`src/rtl/lzrw1_pkg.sv`:
```
// Shared constants and state encoding for the LZRW1 decompressor feed path.
// State codes are plain localparams; the enum mirrors them for debug visibility.
package lzrw1_pkg;

  localparam int ITEM_W       = 16;
  localparam int CW_W         = 8;
  localparam int ITEMS_PER_CW = 8;
  localparam int IDX_W        = $clog2(ITEMS_PER_CW);
  localparam int CNT_W        = 16;

  localparam logic [2:0] ST_IDLE     = 3'd0;
  localparam logic [2:0] ST_GET_CW   = 3'd1;
  localparam logic [2:0] ST_GET_ITEM = 3'd2;
  localparam logic [2:0] ST_ISSUE    = 3'd3;
  localparam logic [2:0] ST_WAIT_HI  = 3'd4;
  localparam logic [2:0] ST_WAIT_LO  = 3'd5;
  localparam logic [2:0] ST_DONE     = 3'd6;

  typedef enum logic [2:0] {
    IDLE     = ST_IDLE,
    GET_CW   = ST_GET_CW,
    GET_ITEM = ST_GET_ITEM,
    ISSUE    = ST_ISSUE,
    WAIT_HI  = ST_WAIT_HI,
    WAIT_LO  = ST_WAIT_LO,
    DONE     = ST_DONE
  } state_t;

endpackage

```
`src/rtl/lzrw1_cw_shifter.sv`:
```
// Control-byte shifter: presents the MSB-first control bit for the current item
// together with the item index inside the group.
module lzrw1_cw_shifter
  import lzrw1_pkg::*;
(
  input  logic             clock,
  input  logic             reset_n,
  input  logic             load,
  input  logic             shift,
  input  logic [CW_W-1:0]  cw,
  output logic             cw_bit,
  output logic [IDX_W-1:0] index
);

  logic [CW_W-1:0] cw_reg;
  logic [IDX_W-1:0] idx_reg;

  // Load wins over shift; the index wraps naturally after the last item.
  always_ff @(posedge clock or negedge reset_n) begin
    if (!reset_n) begin
      cw_reg  <= '0;
      idx_reg <= '0;
    end else if (load) begin
      cw_reg  <= cw;
      idx_reg <= '0;
    end else if (shift) begin
      cw_reg  <= {cw_reg[CW_W-2:0], 1'b0};
      idx_reg <= idx_reg + 1'b1;
    end
  end

  assign cw_bit = cw_reg[CW_W-1];
  assign index  = idx_reg;

endmodule

```
`src/rtl/decompressor_feed_ctrl.sv`:
```
// Feeds control bytes and compressed items to an LZRW1 decompressor, one item
// at a time, pacing each issue on the decompressor's busy handshake.
module decompressor_feed_ctrl
  import lzrw1_pkg::*;
#(
  parameter int MAX_ITEMS = 4096,
  parameter int BUSY_WAIT = 2
) (
  input  logic              clock,
  input  logic              reset_n,
  input  logic              start,
  input  logic [ITEM_W-1:0] in_word,
  input  logic              in_valid,
  output logic              in_ready,
  input  logic              in_last,
  output logic [ITEM_W-1:0] data_in,
  output logic              control_word_in,
  output logic              data_in_valid,
  input  logic              decompressor_busy,
  output logic              done,
  output logic              err,
  output logic [CNT_W-1:0]  items_issued
);

  localparam logic [CNT_W-1:0] MAX_CNT   = CNT_W'(MAX_ITEMS);
  localparam logic [7:0]       WAIT_LAST = 8'(BUSY_WAIT - 1);
  localparam logic [IDX_W-1:0] LAST_IDX  = IDX_W'(ITEMS_PER_CW - 1);

  logic [2:0]        state_reg, state_next;
  logic [ITEM_W-1:0] data_reg;
  logic              ctrl_reg;
  logic              last_reg;
  logic              err_reg;
  logic [CNT_W-1:0]  issued_reg;
  logic [7:0]        wait_reg;

  logic             xfer;
  logic             issue;
  logic             hi_timeout;
  logic             item_done;
  logic             cap_hit;
  logic             cw_load;
  logic             cw_bit;
  logic [IDX_W-1:0] cw_index;
  logic [2:0]       after_item;

  assign in_ready   = (state_reg == ST_GET_CW) || (state_reg == ST_GET_ITEM);
  assign xfer       = in_valid && in_ready;
  assign issue      = (state_reg == ST_ISSUE) && !decompressor_busy;
  // Busy never rose within the window: the decompressor took the item in zero cycles.
  assign hi_timeout = (state_reg == ST_WAIT_HI) && !decompressor_busy && (wait_reg == WAIT_LAST);
  assign item_done  = ((state_reg == ST_WAIT_LO) && !decompressor_busy) || hi_timeout;
  assign cap_hit    = (issued_reg == MAX_CNT);
  assign cw_load    = (state_reg == ST_GET_CW) && xfer;

  lzrw1_cw_shifter u_shifter (
    .clock   (clock),
    .reset_n (reset_n),
    .load    (cw_load),
    .shift   (item_done),
    .cw      (in_word[CW_W-1:0]),
    .cw_bit  (cw_bit),
    .index   (cw_index)
  );

  always_comb begin
    after_item = ST_GET_ITEM;
    if (last_reg || cap_hit) begin
      after_item = ST_DONE;
    end else if (cw_index == LAST_IDX) begin
      after_item = ST_GET_CW;
    end
  end

  always_comb begin
    state_next = state_reg;
    case (state_reg)
      ST_IDLE:     if (start) state_next = ST_GET_CW;
      ST_GET_CW:   if (xfer) state_next = in_last ? ST_DONE : ST_GET_ITEM;
      ST_GET_ITEM: if (xfer) state_next = ST_ISSUE;
      ST_ISSUE:    if (!decompressor_busy) state_next = ST_WAIT_HI;
      ST_WAIT_HI: begin
        if (decompressor_busy) state_next = ST_WAIT_LO;
        else if (hi_timeout)   state_next = after_item;
      end
      ST_WAIT_LO:  if (!decompressor_busy) state_next = after_item;
      ST_DONE:     state_next = ST_IDLE;
      default:     state_next = ST_IDLE;
    endcase
  end

  always_ff @(posedge clock or negedge reset_n) begin
    if (!reset_n) begin
      state_reg  <= ST_IDLE;
      data_reg   <= '0;
      ctrl_reg   <= 1'b0;
      last_reg   <= 1'b0;
      err_reg    <= 1'b0;
      issued_reg <= '0;
      wait_reg   <= '0;
    end else begin
      state_reg <= state_next;
      if ((state_reg == ST_IDLE) && start) begin
        err_reg    <= 1'b0;
        issued_reg <= '0;
      end
      if ((state_reg == ST_GET_ITEM) && xfer) begin
        data_reg <= in_word;
        ctrl_reg <= cw_bit;
        last_reg <= in_last;
      end
      if (issue) issued_reg <= issued_reg + 1'b1;
      if (item_done && !last_reg && cap_hit) err_reg <= 1'b1;
      if (state_reg != ST_WAIT_HI)    wait_reg <= '0;
      else if (!decompressor_busy)    wait_reg <= wait_reg + 1'b1;
    end
  end

  assign data_in         = data_reg;
  assign control_word_in = ctrl_reg;
  assign data_in_valid   = issue;
  assign done            = (state_reg == ST_DONE);
  assign err             = err_reg;
  assign items_issued    = issued_reg;

endmodule

```
`config.mk`:
```
export PLATFORM = sky130hd
export DESIGN_NAME = decompressor_feed_ctrl
export DESIGN_NICKNAME = d
export VERILOG_FILES = /design/src/rtl/lzrw1_pkg.sv /design/src/rtl/lzrw1_cw_shifter.sv /design/src/rtl/decompressor_feed_ctrl.sv
export SDC_FILE = /design/constraint.sdc
export NUM_CORES = 1
export LEC_CHECK = 0
export CAP_MARGIN = 20
export CORE_MARGIN = 8
export CORE_UTILIZATION = 40
export DETAILED_ROUTE_END_ITERATION = 16
export GPL_ROUTABILITY_DRIVEN = 0
export PLACE_DENSITY = 0.66
export SYNTH_ARGS = -nofsm -noshare
export SYNTH_HDL_FRONTEND = slang
export SYNTH_SLANG_ARGS = --single-unit
```
`constraint.sdc`:
```
create_clock -name clock -period 2.78 [get_ports clock]
set_clock_uncertainty 0.2 [all_clocks]
set_input_delay 0.417 -clock clock [delete_from_list [all_inputs] [get_ports clock]]
set_output_delay 0.417 -clock clock [all_outputs]
set_load 0.03 [all_outputs]
```
==> impl_results.md, run 1 <==
* Status: complete, no violations
* Setup crit start kind: register
* Largest net degree at the start of global routing at 23
* Synthesized Nets at 308
* Final Cycle Share at 93.5%
* Peak VDD IR at 485 µV
* Final Hold Viols at 0
* Pre-CTS WS at 0.258 ns
* Layout Nets at approximately 370
* Clock transition at path regs at 0.07 ns
* # DRC at 0
* Crit path arrival time at 1.98 ns
* Post-Place Cell Area at 3620 µm²
* CTS Buffer Depth at 2
* First-pass DRT Iterations at 4
* Post-Place Cells at around 430
* Primary FF master, synth: dfrtp_1
* Slew HR at approximately two thirds
* Die area at ~10000 µm²
* Yosys cell types at 53
* Tmin final at 2.60 ns
* FP Rows at 31
* Register bit total from synthesis at 57
* Vias in the first global route at between 2000 and 2500
* Clock Tree Root: clkbuf_8
* CTS buffer count at 9
* Post-route setup slack at 0.182 ns
* Final setup fails at 0
* Synthesized cell area at 2950 µm²
* CP required at 2.16 ns
* P&R area growth vs syn at 29.8%
* Clock Latency Late Sink at 0.34 ns
* Hold Slack at 0.264 ns
* Leakage power total at around 1.6 nW
* Initial DRC count at 111
* Final Max Slew Viols at 0
* Setup TNS Final at 0 ns
* Post-cts resize count at 0
* CTS tree: yes
* Input/output buffers at 58
* GRT overflow at 0
* Non-filler cells, final at 443
* Endpoint class of the critical path: output port
* Chip height at 102 µm
* Post-route ant nets at 0
* First-pass GRT wire length at ~11000 µm
* Boundary pin count at 59
* Syn avg cell area at ~11 µm²
* Total Routed Length at 6810 µm
* Detailed Place HPWL at 4860 µm
* DR WL/cell at 15.4 µm
* Cell count after synthesis at 280
* Peak fanout along the critical path at 15
* Hold crit path type: reg -> reg
* Total power at 3.53 mW
* Least-Margin Pin Slew at about 0.50 ns
* Ys Warns at 0
* Number of flops mapped to enable cells by yosys at 0
* Finished Core Util at ~53%
* Sequential share of the synthesized area at 48.4%
* Async SR Flop Fraction at 100%
* Initial Util at 41.0%
* Via count at roughly 2400
* Pwr per Cell Area at 922 nW/µm²
* Crit Path Class: reg -> out
* Vias per Instance at between 5 and 6
* Die width at around 100 µm
* MaxCap Viol Count at 0
* Gr usage total at about 14%
* RSZ-0062 raised after global routing: no
* Core Area at 7180 µm²
* Initial antenna violation count at 0
* Share of layout cells above drive strength 1 at between 10% and 20%
* Fmax at 385 MHz
* H-tree levels at 3
* Clock sinks at 57
* Post-route cell area at 3820 µm²
* Ant diodes at 0
==> layer usage <==
metal	wire length, µm	vias up	track usage [%]
met5	0	-	0
met4	172	0	6.55
met3	478	17	5.45
met2	2980	64	19.7
met1	3180	1149	18.2
li1	-	1150	-
==> area by class of cell <==
cell class                 count  area, µm²
clock buffer                  10        138
clock inverter                 5       56.3
fill                         622       3350
inverter                      11       41.3
multi-input combinational    195       1400
sequential                    57       1430
tap                           99        124
timing repair buffer          66        636
==> worst paths after layout <==
check | end | cells past startpoint | slack [ns] | startpoint
setup / recovery | done | 3 | 0.18 | state_reg[0]$_DFFE_PN0P_
hold / removal | err$_DFFE_PN0P_ | 1 | 0.26 | last_reg$_DFFE_PN0P_
setup reg to reg | state_reg[0]$_DFFE_PN0P_ | 4 | 0.63 | state_reg[2]$_DFFE_PN0P_
hold reg to reg | err$_DFFE_PN0P_ | 1 | 0.26 | last_reg$_DFFE_PN0P_
max in group asynchronous | wait_reg[4]$_DFFE_PN0P_ | 3 | 1.32 | reset_n
min in group asynchronous | data_in[10]$_DFFE_PN0P_ | 2 | 0.38 | reset_n
==> Yosys cell counts, types with 2 or more instances <==
library cell	n	area share, %
dfrtp_1	57	48
nand2_1	32	4.1
mux2_2	19	7.3
nor2_1	13	1.7
inv_1	10	1.3
nand3_1	10	1.7
nor3_1	9	1.5
nor2b_1	8	1.7
o311ai_0	8	2.4
clkbuf_1	7	0.89
mux2i_1	7	2.4
nand3b_1	7	1.8
a21oi_1	6	1.0
buf_2	6	1.0
ha_1	6	2.5
o211ai_1	6	1.5
o21ai_1	6	1.0
xor2_1	6	1.8
o31ai_1	5	1.3
nand4_1	4	0.85
nor4_1	4	0.85
and3_1	3	0.64
buf_4	3	0.76
o21ai_0	3	0.51
xnor2_1	3	0.89
a22o_1	2	0.59
a41oi_1	2	0.59
and2_1	2	0.42
and4_1	2	0.59
==> worst max-delay path, cell delays in order, from the launching register on <==
cell	delay, ns
dfrtp_1	0.65
inv_1	0.17
and3_1	0.23
clkdlybuf4s50_1	0.59
==> cell usage in the layout, fill, tap and decap left out, types with 3 or more instances in the layout <==
| cell | instances |
|---|---|
| dfrtp_1 | 57 |
| clkdlybuf4s50_1 | 56 |
| nand2_1 | 32 |
| mux2_2 | 19 |
| nor2_1 | 13 |
| inv_1 | 10 |
| nand3_1 | 10 |
| clkbuf_8 | 10 |
| nor3_1 | 9 |
| o311ai_0 | 8 |
| nor2b_1 | 8 |
| buf_4 | 8 |
| nand3b_1 | 7 |
| mux2i_1 | 7 |
| o211ai_1 | 6 |
| o21ai_1 | 6 |
| a21oi_1 | 6 |
| xor2_1 | 6 |
| ha_1 | 6 |
| o31ai_1 | 5 |
| nand4_1 | 4 |
| nor4_1 | 4 |
| and3_1 | 3 |
| xnor2_1 | 3 |
| o21ai_0 | 3 |
==> where the power goes <==
group	internal (mW)	leakage [nW]	switching, mW	total, mW
clock network	0.431	0.0981	0.335	0.766
registers	1.07	0.740	0.205	1.27
logic	0.687	0.748	0.799	1.49
==> logic make-up (layout without fill, tap and decap cells) <==
kind of cell | count (synthesis) | after routing | synth area share, %
muxes | 26 | 26 | 9.64
adders and majority gates | 6 | 6 | 2.55
buffers and inverters | 28 | 92 | 4.46
DFF | 57 | 57 | 48.4
xor gates and xnor gates | 9 | 9 | 2.68
and+or+nand+nor | 106 | 106 | 20.5
AOI/OAI and AO/OA | 48 | 48 | 11.8
==> what timing repair did <==
item,CTS,global route
buffers inserted,0,0
hold endpoints to repair,20,0
hold buffers,1,0
Note: power is estimated with default switching activity, not from simulation.
==> run 2, diff against run 1 <==
--- a/config.mk
+++ b/config.mk
@@ -7,10 +7,11 @@
 export LEC_CHECK = 0
 export CAP_MARGIN = 20
 export CORE_MARGIN = 8
-export CORE_UTILIZATION = 40
+export CORE_UTILIZATION = 30
 export DETAILED_ROUTE_END_ITERATION = 16
 export GPL_ROUTABILITY_DRIVEN = 0
-export PLACE_DENSITY = 0.66
+export HOLD_SLACK_MARGIN = 0.02
+export PLACE_DENSITY = 0.52
 export SYNTH_ARGS = -nofsm -noshare
 export SYNTH_HDL_FRONTEND = slang
 export SYNTH_SLANG_ARGS = --single-unit
==> run 2 against run 1 <==
Critical path depth stayed put. Worst hold slack better by 0.0090 ns. Die area is 28% higher. Largest cell class unchanged. Register-to-register slack hardly changed. Cell count is 7.4% higher. Sequential power hardly changed.
==> impl_results.md, run 2 (synthesis results as in run 1) <==
* Status: complete, no violations (unchanged)
* Ant diodes at 0 (unchanged)
* R2R Setup Slk at 0.64 ns (was 0.63 ns)
* MaxCap Viol Count at 0 (unchanged)
* Slew HR at 59.2% (was 66.7%)
* Die width at 115 µm (was 102 µm)
* Layout Nets at 367 (was 368)
* Peak VDD IR at 490 µV (was 485 µV)
* Share of layout cells above drive strength 1 at 13.4% (was 14.2%)
* Crit Path Class: reg -> out (unchanged)
* CP required at 2.16 ns (about the same)
* GRT overflow at 0 (unchanged)
* Tmin final at 2.60 ns (about the same)
* FP Rows at 36 (was 31)
* Worst path cell trace: inv_1, and3_1, clkdlybuf4s50_1 (unchanged)
* Finished Core Util at 39.8% (was 53.3%)
* Core Area at 9640 µm² (was 7180 µm²)
* Reg2reg start: state_reg[0]$_DFFE_PN0P_ (was state_reg[2]$_DFFE_PN0P_)
* Min-Delay Startpoint: last_reg$_DFFE_PN0P_ (unchanged)
* Post-route ant nets at 0 (unchanged)
* Detailed Place HPWL at 5010 µm (was 4860 µm)
* Fmax at 384 MHz (was 385 MHz)
* Clock transition at path regs at 0.07 ns (about the same)
* Post-Place Cell Area at 3670 µm² (was 3620 µm²)
* Clock Latency Late Sink at 0.33 ns (was 0.34 ns)
* RSZ-0062 raised after global routing: no (unchanged)
* Hold Path Depth at 1 (unchanged)
* DR WL/cell at 15.2 µm (was 15.4 µm)
* Multi-input gate area at 1400 µm² (unchanged)
* Reg2reg path depth at 4 (unchanged)
* Hold worst-path end: err$_DFFE_PN0P_ (unchanged)
* P&R area growth vs syn at 30.4% (was 29.8%)
* Initial antenna violation count at 0 (unchanged)
* Final Hold Viols at 0 (unchanged)
* CTS buffer count at 9 (unchanged)
* Post-cts resize count at 0 (unchanged)
* Boundary pin count at 59 (unchanged)
* Clock Tree Root: clkbuf_8 (unchanged)
* Crit path arrival time at 1.99 ns (was 1.98 ns)
* Setup TNS Final at 0 ns (unchanged)
* CTS Buffer Depth at 2 (unchanged)
* Number of fill cells at 984 (was 622)
* GR Util met2 at 17.0% (was 19.7%)
* CTS tree: yes (unchanged)
* Met3 GRT Util at 4.10% (was 5.45%)
* Die area at 13200 µm² (was 10400 µm²)
* Met1 Use GR at 14.6% (was 18.2%)
* Hold crit path type: reg -> reg (unchanged)
* # DRC at 0 (unchanged)
* Worst R2R End: items_issued[2]$_DFFE_PN0P_ (was state_reg[0]$_DFFE_PN0P_)
* H-tree levels at 3 (unchanged)
* Hold buffers post-CTS at 1 (unchanged)
* Gr usage total at 11.5% (was 13.9%)
* Final Max Slew Viols at 0 (unchanged)
* Final setup fails at 0 (unchanged)
* Pwr per Cell Area at 894 nW/µm² (was 922 nW/µm²)
* Leakage power total at 1.57 nW (was 1.59 nW)
* Busiest grt layer: met2 (unchanged)
* Initial Util at 30.6% (was 41.0%)
* Peak per-stage delay on the critical path at 0.67 ns (was 0.65 ns)
* Vias in the first global route at 2315 (was 2347)
* Cell with the largest stage delay on the worst path: dfrtp_1 (unchanged)
* Least-Margin Pin Slew at 0.611 ns (was 0.499 ns)
* Setup crit start kind: register (unchanged)
* Vias per Instance at 4.89 (was 5.37)
* Chip height at 115 µm (was 102 µm)
* Setup bufs post-CTS at 0 (unchanged)
* First-pass DRT Iterations at 4 (unchanged)
* Endpoint class of the critical path: output port (unchanged)
* Final Cycle Share at 93.7% (was 93.5%)
* Largest net degree at the start of global routing at 35 (was 23)
* Post-route cell area at 3840 µm² (was 3820 µm²)
* Total Routed Length at 7220 µm (was 6810 µm)
* Area of all sequential standard cells at 1430 µm² (unchanged)
* Input/output buffers at 58 (unchanged)
* Most frequent cells in the layout: dfrtp_1, clkdlybuf4s50_1, nand2_1 (unchanged)
* Via count at 2330 (was 2380)
* Initial DRC count at 96 (was 111)
* First-pass GRT wire length at 11900 µm (was 11300 µm)
* Clock sinks at 57 (unchanged)
* Peak fanout along the critical path at 15 (unchanged)
* Commonest non-fill, non-tap cell in the layout: dfrtp_1 (unchanged)
==> run 2: cell count changes in the layout (fill, tap and decap cells not counted) <==
cell / previous run / this run
buf_12: 0 / 1
buf_4: 8 / 6
bufinv_16: 1 / 0
clkbuf_1: 0 / 2
clkinv_4: 1 / 0
==> run 2: worst max-delay path by stage <==
stage	start	endpoint	slack, ns
final	state_reg[0]$_DFFE_PN0P_	done	0.18
after global routing	state_reg[0]$_DFFE_PN0P_	done	0.05
after detailed placement	start	items_issued[8]$_DFFE_PN0P_	0.40
after floorplan	items_issued[0]$_DFFE_PN0P_	state_reg[0]$_DFFE_PN0P_	0.77
after global placement	start	items_issued[8]$_DFFE_PN0P_	0.44
after CTS	state_reg[0]$_DFFE_PN0P_	done	0.14
==> run 2: cell type report <==
type                       instances  area share [%]
multi-input combinational        195            36.5
inverter                          11            1.08
sequential                        57            37.1
tap                              133            4.33
timing repair buffer              65            16.7
clock inverter                     3           0.456
clock buffer                      12            3.78
==> run 2: metal layers <==
metal	vias up	part of all wire [%]
met2	59	44
met1	1125	48
met4	0	1.4
li1	1138	-
met5	-	0
met3	8	6.3
==> run 2: report_power, final <==
group,internal [mW],leakage (nW),switching (mW)
Sequential,1.07,0.740,0.205
Combinational,0.688,0.748,0.801
Clock,0.340,0.0822,0.330
==> run 2: metrics by stage <==
stage               std cells  hold slack (ns)  power, mW  setup WS [ns]
finish                    476            0.273       3.43          0.175
global route              476            0.324       3.66         0.0534
CTS                       476            0.279       3.49          0.143
detailed placement        460            0.270       2.79          0.400
global placement          460            0.264       2.79          0.440
floorplan                 280          -0.0786       2.24          0.774
==> run 2: worst max-delay path: cells and delay by family, from the launching register on <==
family | cells | cell delay, ns
buffers and inverters | 2 | 0.77
flip-flops | 1 | 0.67
AND/OR/NAND/NOR | 1 | 0.22
